===== src/rtl/instruction_fetch_unit.sv =====
// Instruction fetch unit: single-outstanding fetch FSM feeding the IF/ID register.
// Define IFU_PERF_CNT_EN to add the fetch/redirect/stall performance counters.
module instruction_fetch_unit #(
  parameter logic [31:0] RESET_PC = 32'h0000_0000
) (
  input  logic        clk,
  input  logic        rst_n,
  input  logic        pc_write_en_i,
  input  logic        if_id_write_en_i,
  input  logic        if_id_flush_i,
  input  logic        take_branch_i,
  input  logic [31:0] branch_target_pc_i,
  output logic        imem_req_o,
  output logic [31:0] imem_addr_o,
  input  logic        imem_ready_i,
  input  logic        imem_rvalid_i,
  input  logic [31:0] imem_rdata_i,
  output logic [31:0] if_pc_o,
`ifdef IFU_PERF_CNT_EN
  output logic [31:0] fetch_count_o,
  output logic [31:0] redirect_count_o,
  output logic [31:0] stall_count_o,
`endif
  output logic        if_id_valid_o,
  output logic [31:0] if_id_pc_o,
  output logic [31:0] if_id_instr_o
);

  typedef enum logic [1:0] {ST_IDLE, ST_REQ, ST_WAIT, ST_HOLD} state_t;

  state_t      r_state;
  logic [31:0] r_fetch_pc;
  logic [31:0] r_req_pc;
  logic [31:0] r_hold_pc;
  logic [31:0] r_hold_instr;
  logic        r_discard;
  logic        r_if_id_valid;
  logic [31:0] r_if_id_pc;
  logic [31:0] r_if_id_instr;

  state_t      w_state_nxt;
  logic [31:0] w_fetch_pc_nxt;
  logic [31:0] w_req_pc_nxt;
  logic [31:0] w_hold_pc_nxt;
  logic [31:0] w_hold_instr_nxt;
  logic        w_discard_nxt;
  logic        w_deliver;
  logic [31:0] w_deliver_pc;
  logic [31:0] w_deliver_instr;
  logic        w_if_id_valid_nxt;
  logic [31:0] w_if_id_pc_nxt;
  logic [31:0] w_if_id_instr_nxt;
  logic        w_accept;
  logic        w_both_en;
  logic        w_unused_target_lsbs;

  assign w_accept  = (r_state == ST_REQ) && imem_ready_i;
  assign w_both_en = pc_write_en_i && if_id_write_en_i;
  // Redirect targets are forced word-aligned, so the low two bits are never used.
  assign w_unused_target_lsbs = ^branch_target_pc_i[1:0];

  // NOTE: every signal gets a default before the case so no path leaves it unassigned (no latches).
  always_comb begin
    w_state_nxt       = r_state;
    w_fetch_pc_nxt    = r_fetch_pc;
    w_req_pc_nxt      = r_req_pc;
    w_hold_pc_nxt     = r_hold_pc;
    w_hold_instr_nxt  = r_hold_instr;
    w_discard_nxt     = r_discard;
    w_deliver         = 1'b0;
    w_deliver_pc      = r_req_pc;
    w_deliver_instr   = imem_rdata_i;

    case (r_state)
      ST_IDLE: w_state_nxt = ST_REQ;
      ST_REQ: begin
        if (w_accept) begin
          w_req_pc_nxt = r_fetch_pc;
          w_state_nxt  = ST_WAIT;
        end
      end
      ST_WAIT: begin
        if (imem_rvalid_i) begin
          if (r_discard) begin
            w_discard_nxt = 1'b0;
            w_state_nxt   = ST_REQ;
          end else if (w_both_en) begin
            w_deliver      = 1'b1;
            w_fetch_pc_nxt = r_req_pc + 32'd4;
            w_state_nxt    = ST_REQ;
          end else begin
            w_hold_pc_nxt    = r_req_pc;
            w_hold_instr_nxt = imem_rdata_i;
            w_state_nxt      = ST_HOLD;
          end
        end
      end
      ST_HOLD: begin
        if (w_both_en) begin
          w_deliver       = 1'b1;
          w_deliver_pc    = r_hold_pc;
          w_deliver_instr = r_hold_instr;
          w_fetch_pc_nxt  = r_hold_pc + 32'd4;
          w_state_nxt     = ST_REQ;
        end
      end
      default: w_state_nxt = ST_IDLE;
    endcase

    // A redirect beats everything; a request still in flight must have its response dropped.
    if (take_branch_i) begin
      w_deliver        = 1'b0;
      w_fetch_pc_nxt   = {branch_target_pc_i[31:2], 2'b00};
      w_hold_pc_nxt    = 32'h0;
      w_hold_instr_nxt = 32'h0;
      if (((r_state == ST_WAIT) && !imem_rvalid_i) || w_accept) begin
        w_state_nxt   = ST_WAIT;
        w_discard_nxt = 1'b1;
      end else begin
        w_state_nxt   = ST_REQ;
        w_discard_nxt = 1'b0;
      end
    end

    w_if_id_valid_nxt = r_if_id_valid;
    w_if_id_pc_nxt    = r_if_id_pc;
    w_if_id_instr_nxt = r_if_id_instr;
    if (take_branch_i || if_id_flush_i) begin
      w_if_id_valid_nxt = 1'b0;
    end else if (if_id_write_en_i) begin
      w_if_id_valid_nxt = w_deliver;
      if (w_deliver) begin
        w_if_id_pc_nxt    = w_deliver_pc;
        w_if_id_instr_nxt = w_deliver_instr;
      end
    end
  end

  // NOTE: sequential state uses non-blocking assignments so all registers update together at the edge.
  always_ff @(posedge clk or negedge rst_n) begin
    if (!rst_n) begin
      r_state       <= ST_IDLE;
      r_fetch_pc    <= RESET_PC;
      r_req_pc      <= 32'h0;
      r_hold_pc     <= 32'h0;
      r_hold_instr  <= 32'h0;
      r_discard     <= 1'b0;
      r_if_id_valid <= 1'b0;
      r_if_id_pc    <= 32'h0;
      r_if_id_instr <= 32'h0;
    end else begin
      r_state       <= w_state_nxt;
      r_fetch_pc    <= w_fetch_pc_nxt;
      r_req_pc      <= w_req_pc_nxt;
      r_hold_pc     <= w_hold_pc_nxt;
      r_hold_instr  <= w_hold_instr_nxt;
      r_discard     <= w_discard_nxt;
      r_if_id_valid <= w_if_id_valid_nxt;
      r_if_id_pc    <= w_if_id_pc_nxt;
      r_if_id_instr <= w_if_id_instr_nxt;
    end
  end

  assign imem_req_o    = (r_state == ST_REQ);
  assign imem_addr_o   = r_fetch_pc;
  assign if_pc_o       = r_fetch_pc;
  assign if_id_valid_o = r_if_id_valid;
  assign if_id_pc_o    = r_if_id_pc;
  assign if_id_instr_o = r_if_id_instr;

`ifdef IFU_PERF_CNT_EN
  logic [31:0] r_fetch_count;
  logic [31:0] r_redirect_count;
  logic [31:0] r_stall_count;
  logic        w_fetch_load;

  // Counts only deliveries that actually land in IF/ID, not ones lost to a flush.
  assign w_fetch_load = w_deliver && if_id_write_en_i && !if_id_flush_i && !take_branch_i;

  always_ff @(posedge clk or negedge rst_n) begin
    if (!rst_n) begin
      r_fetch_count    <= 32'h0;
      r_redirect_count <= 32'h0;
      r_stall_count    <= 32'h0;
    end else begin
      if (w_fetch_load)          r_fetch_count    <= r_fetch_count + 32'd1;
      if (take_branch_i)         r_redirect_count <= r_redirect_count + 32'd1;
      if (r_state == ST_HOLD)    r_stall_count    <= r_stall_count + 32'd1;
    end
  end

  assign fetch_count_o    = r_fetch_count;
  assign redirect_count_o = r_redirect_count;
  assign stall_count_o    = r_stall_count;
`endif

endmodule


===== config.mk =====
export PLATFORM = sky130hd
export DESIGN_NAME = instruction_fetch_unit
export DESIGN_NICKNAME = d
export VERILOG_FILES = /design/src/rtl/instruction_fetch_unit.sv
export SDC_FILE = /design/constraint.sdc
export NUM_CORES = 1
export LEC_CHECK = 0
export CAP_MARGIN = 20
export CORE_MARGIN = 1
export CORE_UTILIZATION = 56
export DETAILED_ROUTE_END_ITERATION = 6
export GPL_TIMING_DRIVEN = 1
export HOLD_SLACK_MARGIN = 0.02
export PLACE_DENSITY = 0.95
export SETUP_SLACK_MARGIN = 0.05
export SLEW_MARGIN = 20
export SYNTH_ARGS = -nofsm -noshare
export SYNTH_HDL_FRONTEND = slang
export SYNTH_SLANG_ARGS = --single-unit

===== constraint.sdc =====
create_clock -name clk -period 8.85 [get_ports clk]
set_input_delay 0.885 -clock clk [delete_from_list [all_inputs] [get_ports clk]]
set_output_delay 0.885 -clock clk [all_outputs]
set_load 0.005 [all_outputs]

==> results of run 1 <==
==> worst reg2reg max path: cells and delay by family, from the launching register on <==
family                     cells  cell delay (ps)
AOI/OAI and AO/OA              2              620
adders and majority gates      1              200
buffers and inverters          2              980
DFF                            1              430
and+or+nand+nor                2             1390
==> cells in the final DEF, fill, tap and decap left out, types with 2 or more instances in the layout <==
cell type	count
dfrtp_1	196
clkbuf_16	17
mux2i_1	93
o21ai_0	89
nand3b_1	8
a22oi_4	2
nor2_1	10
xnor2_1	12
nor3_1	6
inv_6	2
nand4b_1	3
inv_8	4
a211oi_1	3
a21oi_1	84
buf_4	8
ha_1	4
nand4_4	2
nor3b_1	8
nand4_1	4
o31ai_1	2
clkdlybuf4s50_1	197
a221o_1	2
nand2b_1	2
clkinv_4	6
mux2_2	40
nand2_1	245
a32o_1	2
nand3_1	22
o211ai_1	2
xor2_1	15
inv_1	8
nor2b_1	5
o221ai_1	8
==> sequential cells by signal (all words and copies together), names as in the netlist <==
register	flops
r_discard	1
r_req_pc	32
if_id_pc_o	32
if_pc_o	32
if_id_valid_o	1
r_hold_pc	32
if_id_instr_o	32
r_state	2
r_hold_instr	32
==> through the flow <==
step | cells | worst slack (ps) | cell area, µm² | hold slack [ps]
floorplan | 1004 | 5597 | 9891 | 473.3
global placement | 1338 | 5333 | 11710 | 460.1
detailed placement | 1338 | 5186 | 11710 | 469.4
CTS | 1370 | 5151 | 12300 | 486.0
global route | 1370 | 4855 | 12310 | 502.1
finish | 1370 | 5127 | 12310 | 482.7
==> cells by family after synthesis <==
kind of cell	after synthesis
compound gates	204
simple gates	332
xor+xnor	27
buf+inv	106
flops	196
mux	134
fa+ha+maj	5
==> final cells by class <==
class / instances / share of cell area
Timing Repair Buffer: 207 / 0.1671
Clock buffer: 17 / 0.03455
Inverter: 8 / 0.002439
Clock inverter: 15 / 0.01372
Sequential cell: 196 / 0.3983
Multi-Input combinational cell: 702 / 0.3610
Tap cell: 225 / 0.02286
==> layer usage <==
metal  wire (µm)  global-route usage
met1        9911              0.3541
met2       13060              0.4814
met3        1407             0.04505
met4         704              0.1355
met5           0                   0
==> worst paths after layout <==
path	start	to	slack, ps	depth (start not counted)
max	r_state[0]$_DFFE_PN0P_	if_pc_o[30]$_DFFE_PN0P_	5130	7
min in group asynchronous	rst_n	if_id_pc_o[9]$_DFFE_PN0P_	550	1
max in group asynchronous	rst_n	r_hold_pc[29]$_DFFE_PN0P_	7060	2
max reg2reg	r_state[0]$_DFFE_PN0P_	if_pc_o[30]$_DFFE_PN0P_	5130	7
min	if_id_instr_o[5]$_DFFE_PN0P_	if_id_instr_o[5]$_DFFE_PN0P_	480	2
min reg2reg	if_id_instr_o[5]$_DFFE_PN0P_	if_id_instr_o[5]$_DFFE_PN0P_	480	2
==> power groups by stage <==
stage	Sequential (mW)	Combinational [mW]	Clock, mW
after floorplan	1.31	0.641	0
after global placement	1.33	1.07	0
after detailed placement	1.35	1.12	0
after CTS	1.34	1.13	0.787
after global routing	1.37	1.23	0.824
final	1.34	1.13	0.781
==> impl_results.md, run 1 <==
- Outcome: finished clean
- Maximum vdd drop: roughly 0.14 mV
- WL/cell: roughly 18 µm
- Clock power frac: 0.240
- 1st-pass router iterations: 5
- Total Nets Final: 1209
- Chip height: 134.9 µm
- Clock Path Buffers: 2
- First-pass GRT wire length: between 40 and 50 mm
- Slowest-stage cell, CP: nor2b_2
- Most common flop cell mapped by yosys: dfrtp_1
- CTS tree: built
- Vias in the first global route: roughly 8100
- Post-synthesis compound-gate area fraction: 0.1192
- DP HPWL: about 16 mm
- ANT cells: 0
- Final Hold Vio Count: 0
- Routed wire length: roughly 25 mm
- Required @ worst endpoint: 9190 ps
- Vias: 8056
- Resized Gates After CTS: 0
- DR vias/cell: 5.880
- Crit. End Element: register
- Slew @ Worst Pin: slightly above 1000 ps
- Die area: roughly 0.018 mm²
- FF+latch count, synth: a little under 200
- Overall Global Routing Usage: 0.2835
- Synth-to-layout area growth: 24.49%
- Initial cell density of the core: 0.5718
- PortBufs: approximately 200
- Pin count of the biggest net entering global routing: 130
- Clk_skew: approximately 11 ps
- CP Launch Type: register
- Reg power frac: 0.413
- Initial DRC Count: 670
- Pleak: approximately 5.5 nW
- Cell with the most instances after synthesis: nand2_1
- Commonest cells post-synth: nand2_1 (246), dfrtp_1 (196), mux2i_1 (93)
- Core ar.: approximately 0.017 mm²
- Crit path DAT: slightly above 4000 ps
- Synthesized instance count: around 1000
- Reg area: 0.004905 mm²
- Final Util: 0.7119
- Multiplexer area fraction after synthesis: 0.1410
- Adder-cell share of the synthesized area: 0.006325
- Critical Path Fanout Max: 71
- Final worst-path cycle share: 0.4207
- Width of the die: around 130 µm
- Post-route ant nets: 0
- Switching Share: 0.3428
- Sequential share of the synthesized area: 0.4959
- I/O pin count: slightly above 200
- F_max: 0.2686 GHz
- Setup CP Type: reg2reg
- Gpl congestion: about 0.87
- Initial antenna violation count: 0
- Multi-input gate area: roughly 0.0044 mm²
- Clock Pin Slew Worst Setup and Hold Paths: 70 ps
- Final setup fails: 0
- Worst-Skew Late Latency: ~450 ps
- FFs w/ async S/R, synth: 1.000
- Layout cell share with drive strength beyond 1: 0.09258
- Unrepaired setup endpoints after global routing: no
- Post-Route Setup TNS: 0 ps
- Post-Syn Area: approximately 0.01 mm²
- Syn. warnings: 0
- Int Pwr: around 2.1 mW
- Area contributors post-synth: dfrtp_1 (50%), mux2i_1 (9.4%), nand2_1 (9.3%)
- Library cells used by synthesis: 56
- Crit-path cells: ha_2, buf_4, inv_1, o22ai_1, nor2b_2, nand2b_1, o221ai_1
- Row count: 48
- Post-synth EDFFs: 0
- Fill count: 1183
- CTS Hold Bufs: 0
- Total gr overflow: 0
- Maxcap violations: 0
- CTS Root Cell: clkbuf_16
- Pwr/cell area: ~260 mW/mm²
- Pwr Total: between 3 and 4 mW
- DRC: 0
- CTS buffer count: 17
- Crit-path leading delay family: simple AND/OR/NAND/NOR gates
- Share of the synthesized area in the top cell type: 0.4959
- Largest stage delay, worst path: 840 ps
- Post-Synth Simple-Gate Area: 0.1543
- Syn_area_per_cell: about 9.9 µm²
- Sw power: around 1.1 mW
- Comb power frac: 0.347
- CTS Sinks: ~200
- Dominant cell type by area after synthesis: dfrtp_1
- Buf/Inv on CP: 2
- Xor/xnor share of the synthesized area: 0.02391
- Post-Syn Nets: between 1000 and 1500
- Final Max Slew Viols: 0
- Max-slew headroom: 0.3247
- Min cycle time layout: around 3700 ps
- Post-CTS Setup Bufs: 0
- Hold crit path type: reg2reg
- H-tree depth: 4
- Largest family of logic cells by synthesized area: simple AND/OR/NAND/NOR gates
(Power assumes the default switching activity.)
==> run 2: changes to the inputs <==
--- a/config.mk
+++ b/config.mk
@@ -7,11 +7,11 @@
 export LEC_CHECK = 0
 export CAP_MARGIN = 20
 export CORE_MARGIN = 1
-export CORE_UTILIZATION = 56
+export CORE_UTILIZATION = 52
 export DETAILED_ROUTE_END_ITERATION = 6
 export GPL_TIMING_DRIVEN = 1
 export HOLD_SLACK_MARGIN = 0.02
-export PLACE_DENSITY = 0.95
+export PLACE_DENSITY = 0.91
 export SETUP_SLACK_MARGIN = 0.05
 export SLEW_MARGIN = 20
 export SYNTH_ARGS = -nofsm -noshare
==> constraint.sdc (replaced) <==
create_clock -name clk -period 3.7 [get_ports clk]
set_input_delay 0.37 -clock clk [delete_from_list [all_inputs] [get_ports clk]]
set_output_delay 0.37 -clock clk [all_outputs]
set_load 0.005 [all_outputs]
==> impl_results.md, run 2 (same netlist as run 1, synthesis figures left out) <==
- Hold crit path type: in2async
- Final Max Slew Viols: 0
- Synth-to-layout area growth: 25.25%
- First-pass GRT wire length: between 40 and 50 mm
- Post-Route Setup TNS: 0 ps
- Vias in the first global route: about 8000
- Initial cell density of the core: 0.5305
- Maxcap violations: 0
- CTS Hold Bufs: 0
- CP Launch Type: register
- Most frequent cells in the layout: nand2_1 (245), clkdlybuf4s50_1 (197), dfrtp_1 (196)
- DP Area: between 0.01 and 0.015 mm²
- Overall Global Routing Usage: 0.2627
- PortBufs: roughly 200
- Final worst-path cycle share: 0.8235
- CTS buffer count: 17
- Chip height: 139.9 µm
- Maximum vdd drop: around 0.31 mV
- 1st-pass router iterations: 5
- I/O pin count: about 200
- Final Hold Vio Count: 0
- Clock Pin Slew Worst Setup and Hold Paths: ~80 ps
- Vias: around 8000
- ANT cells: 0
- WL/cell: around 18 µm
- Clk_skew: approximately 14 ps
- Pin count of the biggest net entering global routing: between 100 and 150
- Required @ worst endpoint: between 3000 and 4000 ps
- Setup CP Type: reg2reg
- Initial antenna violation count: 1
- Pleak: 5.516 nW
- F_max: roughly 0.33 GHz
- CTS tree: built
- Die area: between 0.015 and 0.02 mm²
- Layout cell share with drive strength beyond 1: 0.09887
- Initial DRC Count: slightly below 600
- Row count: 50
- Clock Path Buffers: 2
- CTS Sinks: 196
- Resized Gates After CTS: 0
- Total Nets Final: between 1000 and 1500
- DP HPWL: about 16 mm
- Crit path DAT: approximately 3300 ps
- Core ar.: about 0.019 mm²
- Slew @ Worst Pin: 956.1 ps
- Pwr/cell area: between 600 and 700 mW/mm²
- Commonest non-fill, non-tap cell in the layout: nand2_1
- Critical Path Fanout Max: 42
- CTS Root Cell: clkbuf_16
- Worst-Skew Late Latency: around 440 ps
- Routed wire length: 24.54 mm
- Final instance area: 0.01239 mm²
- Max-slew headroom: 0.3626
- H-tree depth: 4
- Total gr overflow: 0
- Width of the die: 139.9 µm
- Post-route ant nets: 0
- Final setup fails: 0
- Worst hold margin: approximately 39 ps
- Unrepaired setup endpoints after global routing: no
- Dpl cells: 1355
- DRC: 0
- Outcome: finished clean
- Gpl congestion: just under 0.9
- Min cycle time layout: slightly above 3000 ps
- Post-Layout Cell Count: ~1400
- Post-CTS Setup Bufs: 0
- Fill count: about 1400
- Crit. End Element: register
- DR vias/cell: 5.733
-- run 2: cell types whose count changed in the layout (fill, tap and decap cells not counted) --
cell	previous run	this run
buf_4	8	16
clkbuf_8	1	4
clkinv_4	6	3
clkinvlp_4	1	4
inv_8	4	2
buf_12	0	1
buf_6	1	0
clkinv_2	0	1
clkinv_8	1	0
inv_6	2	1
-- run 2: final timing paths --
kind,start,end,slack (ps),depth (start not counted)
worst max-delay path,r_state[0]$_DFFE_PN0P_,if_pc_o[25]$_DFFE_PN0P_,650,8
worst min-delay path,rst_n,if_id_instr_o[13]$_DFFE_PN0P_,40,1
worst max register to register,r_state[0]$_DFFE_PN0P_,if_pc_o[25]$_DFFE_PN0P_,650,8
worst min register to register,if_id_pc_o[31]$_DFFE_PN0P_,if_id_pc_o[31]$_DFFE_PN0P_,480,2
max in group asynchronous,rst_n,r_req_pc[30]$_DFFE_PN0P_,2680,2
min in group clk,if_id_pc_o[31]$_DFFE_PN0P_,if_id_pc_o[31]$_DFFE_PN0P_,480,2
-- run 2: report_power, final --
part,switching (mW),total [mW],leakage (nW),internal (mW)
clock network,0.849,1.84,0.279,0.996
registers,0.524,3.20,2.57,2.68
logic,1.22,2.70,2.67,1.49
-- run 2: stage by stage --
stage	worst slack, ps	power [mW]	util
3_5_place_dp	712.8	5.920	0.6324
2_1_floorplan	447.1	4.675	-
5_1_grt	500.9	8.191	0.6645
4_1_cts	688.5	7.769	0.6640
6_report	653.1	7.754	0.6645
3_3_place_gp	804.4	5.793	0.6324
-- run 2: routing by layer --
metal,GRT usage,vias up,part of all wire
met3,0.04308,60,0.051
met4,0.1255,2,0.030
met2,0.4447,288,0.50
met1,0.3295,3908,0.42
met5,0,-,0.00045
li1,-,3694,-
-- run 2: cell type report --
class,instances,area [µm²],area share
Tap cell,234,292.8,0.02363
Timing Repair Buffer,215,2126,0.1716
Clock inverter,12,122.6,0.009898
Clock buffer,20,466.7,0.03767
Sequential cell,196,4905,0.3959
Inverter,8,30.03,0.002424
Multi-Input combinational cell,702,4446,0.3589
-- run 2: critical path: stages (launching register included) --
cell	delay [ps]
dfrtp_1	430
ha_2	440
buf_4	490
mux2i_1	260
a221oi_2	370
nand4_4	230
nor3_1	270
xor2_1	230
o221ai_1	150
==> run 3: changes to the inputs <==
==> constraint.sdc (replaced) <==
create_clock -name clk -period 2.85 [get_ports clk]
set_input_delay 0.285 -clock clk [delete_from_list [all_inputs] [get_ports clk]]
set_output_delay 0.285 -clock clk [all_outputs]
set_load 0.005 [all_outputs]
==> impl_results.md, run 3 (same netlist as run 1, synthesis figures left out) <==
- Outcome: finished clean
- Worst hold margin: ~250 ps
- Worst r2r dst: if_pc_o[23]$_DFFE_PN0P_
- CP Launch Type: register
- WL/cell: 18.28 µm
- Pwr/cell area: 821.3 mW/mm²
- Post-Layout Cell Count: about 1400
- Max-slew headroom: 0.5221
- Setup slack, reg-to-reg: between 200 and 250 ps
- Final setup fails: 0
- Initial cell density of the core: 0.5305
- CTS buffer count: 17
- Initial DRC Count: 570
- Width of the die: 139.9 µm
- Critical Path Fanout Max: 30
- DP Area: between 0.01 and 0.015 mm²
- R2R cell count: 9
- Final worst-path cycle share: 0.9263
- Post-route ant nets: 0
- Slew @ Worst Pin: between 700 and 800 ps
- PortBufs: 199
- Post-Route Setup TNS: 0 ps
- 1st-pass router iterations: 5
- Most frequent cells in the layout: nand2_1 (245), clkdlybuf4s50_1 (197), dfrtp_1 (196)
- Pin count of the biggest net entering global routing: 102
- Clk_skew: about 11 ps
- Min cycle time layout: roughly 2600 ps
- Initial antenna violation count: 1
- DP HPWL: 17.01 mm
- Die area: 0.01958 mm²
- Hold Path Stages: 2
- CTS Sinks: between 150 and 200
- Final Max Slew Viols: 0
- CTS tree: built
- Maximum vdd drop: between 0.5 and 0.6 mV
- Chip height: roughly 140 µm
- Worst-Skew Late Latency: about 440 ps
- Unrepaired setup endpoints after global routing: no
- Clock Pin Slew Worst Setup and Hold Paths: around 70 ps
- Core ar.: roughly 0.019 mm²
- Total Nets Final: about 1200
- F_max: ~0.38 GHz
- Gpl congestion: between 0.8 and 0.9
- Overall Global Routing Usage: 0.2673
- Synth-to-layout area growth: 27.55%
- Layout cell share with drive strength beyond 1: 0.1091
- DRC: 0
- Maxcap violations: 0
- Final instance area: between 0.01 and 0.015 mm²
- First-pass GRT wire length: between 40 and 50 mm
- CP startpoint: r_state[0]$_DFFE_PN0P_
- Row count: 50
- H-tree depth: 4
- Reg area: between 0.004 and 0.005 mm²
- Routed wire length: about 26 mm
- Reg-to-Reg Start: r_state[0]$_DFFE_PN0P_
- Commonest non-fill, non-tap cell in the layout: nand2_1
- I/O pin count: slightly above 200
- DR vias/cell: roughly 5.8
- Pleak: ~5.6 nW
- Fill count: ~1400
- Crit path DAT: around 2900 ps
- Vias: 8101
- Hold endpoint: r_hold_pc[19]$_DFFE_PN0P_
- Clock Path Buffers: 2
- Total gr overflow: 0
- Hold crit path type: in2reg
- Vias in the first global route: around 8000
- Required @ worst endpoint: between 3000 and 4000 ps
- Final Hold Vio Count: 0
- Final Util: 0.6767
- Hold Crit Start: take_branch_i
- Dpl cells: 1362
- Setup CP Type: reg2reg
- Multi-input gate area: roughly 0.0045 mm²
- Crit. End Element: register
- CTS Root Cell: clkbuf_16
[run 3: cell types whose count changed in the layout (fill, tap and decap cells not counted), moves of 2 or more]
cell and change:
buf_12 +6, mux2_4 +2, buf_4 +4, clkbuf_8 -2
clkinvlp_4 -3, bufinv_16 +2, ha_4 +2, mux2_2 -2
inv_6 +2
[run 3: power by group]
| group | internal (mW) | switching (mW) |
|---|---|---|
| clock network | 1.43 | 1.10 |
| registers | 3.48 | 0.705 |
| logic | 2.01 | 1.63 |
| total | 6.92 | 3.44 |
[run 3: per-layer routing]
layer  GRT usage  share of wire
met5           0              0
met4      0.1255          0.034
met3     0.04718          0.062
met2      0.4442           0.50
met1      0.3408           0.41
[run 3: critical path, cell delays in order, from the launching register on]
cell      delay (ps)
dfrtp_1          460
ha_4             310
buf_12           230
nand4_1          210
a22oi_4          320
buf_12           150
nand4_4          170
nor3_1           280
xor2_1           210
o221ai_1         140
[run 3: metrics by stage]
stage	setup slack, ps	power (mW)
6_report	209.9	10.36
5_1_grt	78.98	10.91
4_1_cts	82.17	10.37
3_5_place_dp	187.2	7.779
3_3_place_gp	262.8	7.598
2_1_floorplan	-123.0	6.139
[run 3: layout make-up]
cell class	instances	area share
Sequential cell	196	0.3888
Multi-Input combinational cell	702	0.3545
Timing Repair Buffer	226	0.1812
Clock buffer	18	0.03481
Antenna cell	1	0.0001984
Tap cell	234	0.02321
Inverter	8	0.002380
Clock inverter	14	0.01498
[run 3: repair_timing]
item / CTS / global route
hold buffers: 1 / 0
buffers inserted: 0 / 3
endpoints found under the setup margin: 0 / 8
hold endpoints to repair: 83 / 0
gates resized for setup: 0 / 1
[run 3: how the worst max path moves through the flow]
stage                               to  cells past startpoint
2_1_floorplan  if_pc_o[28]$_DFFE_PN0P_                     15
3_3_place_gp   if_pc_o[28]$_DFFE_PN0P_                      8
3_5_place_dp   if_pc_o[28]$_DFFE_PN0P_                      8
4_1_cts        if_pc_o[26]$_DFFE_PN0P_                      8
5_1_grt        if_pc_o[26]$_DFFE_PN0P_                      8
6_report       if_pc_o[23]$_DFFE_PN0P_                      9
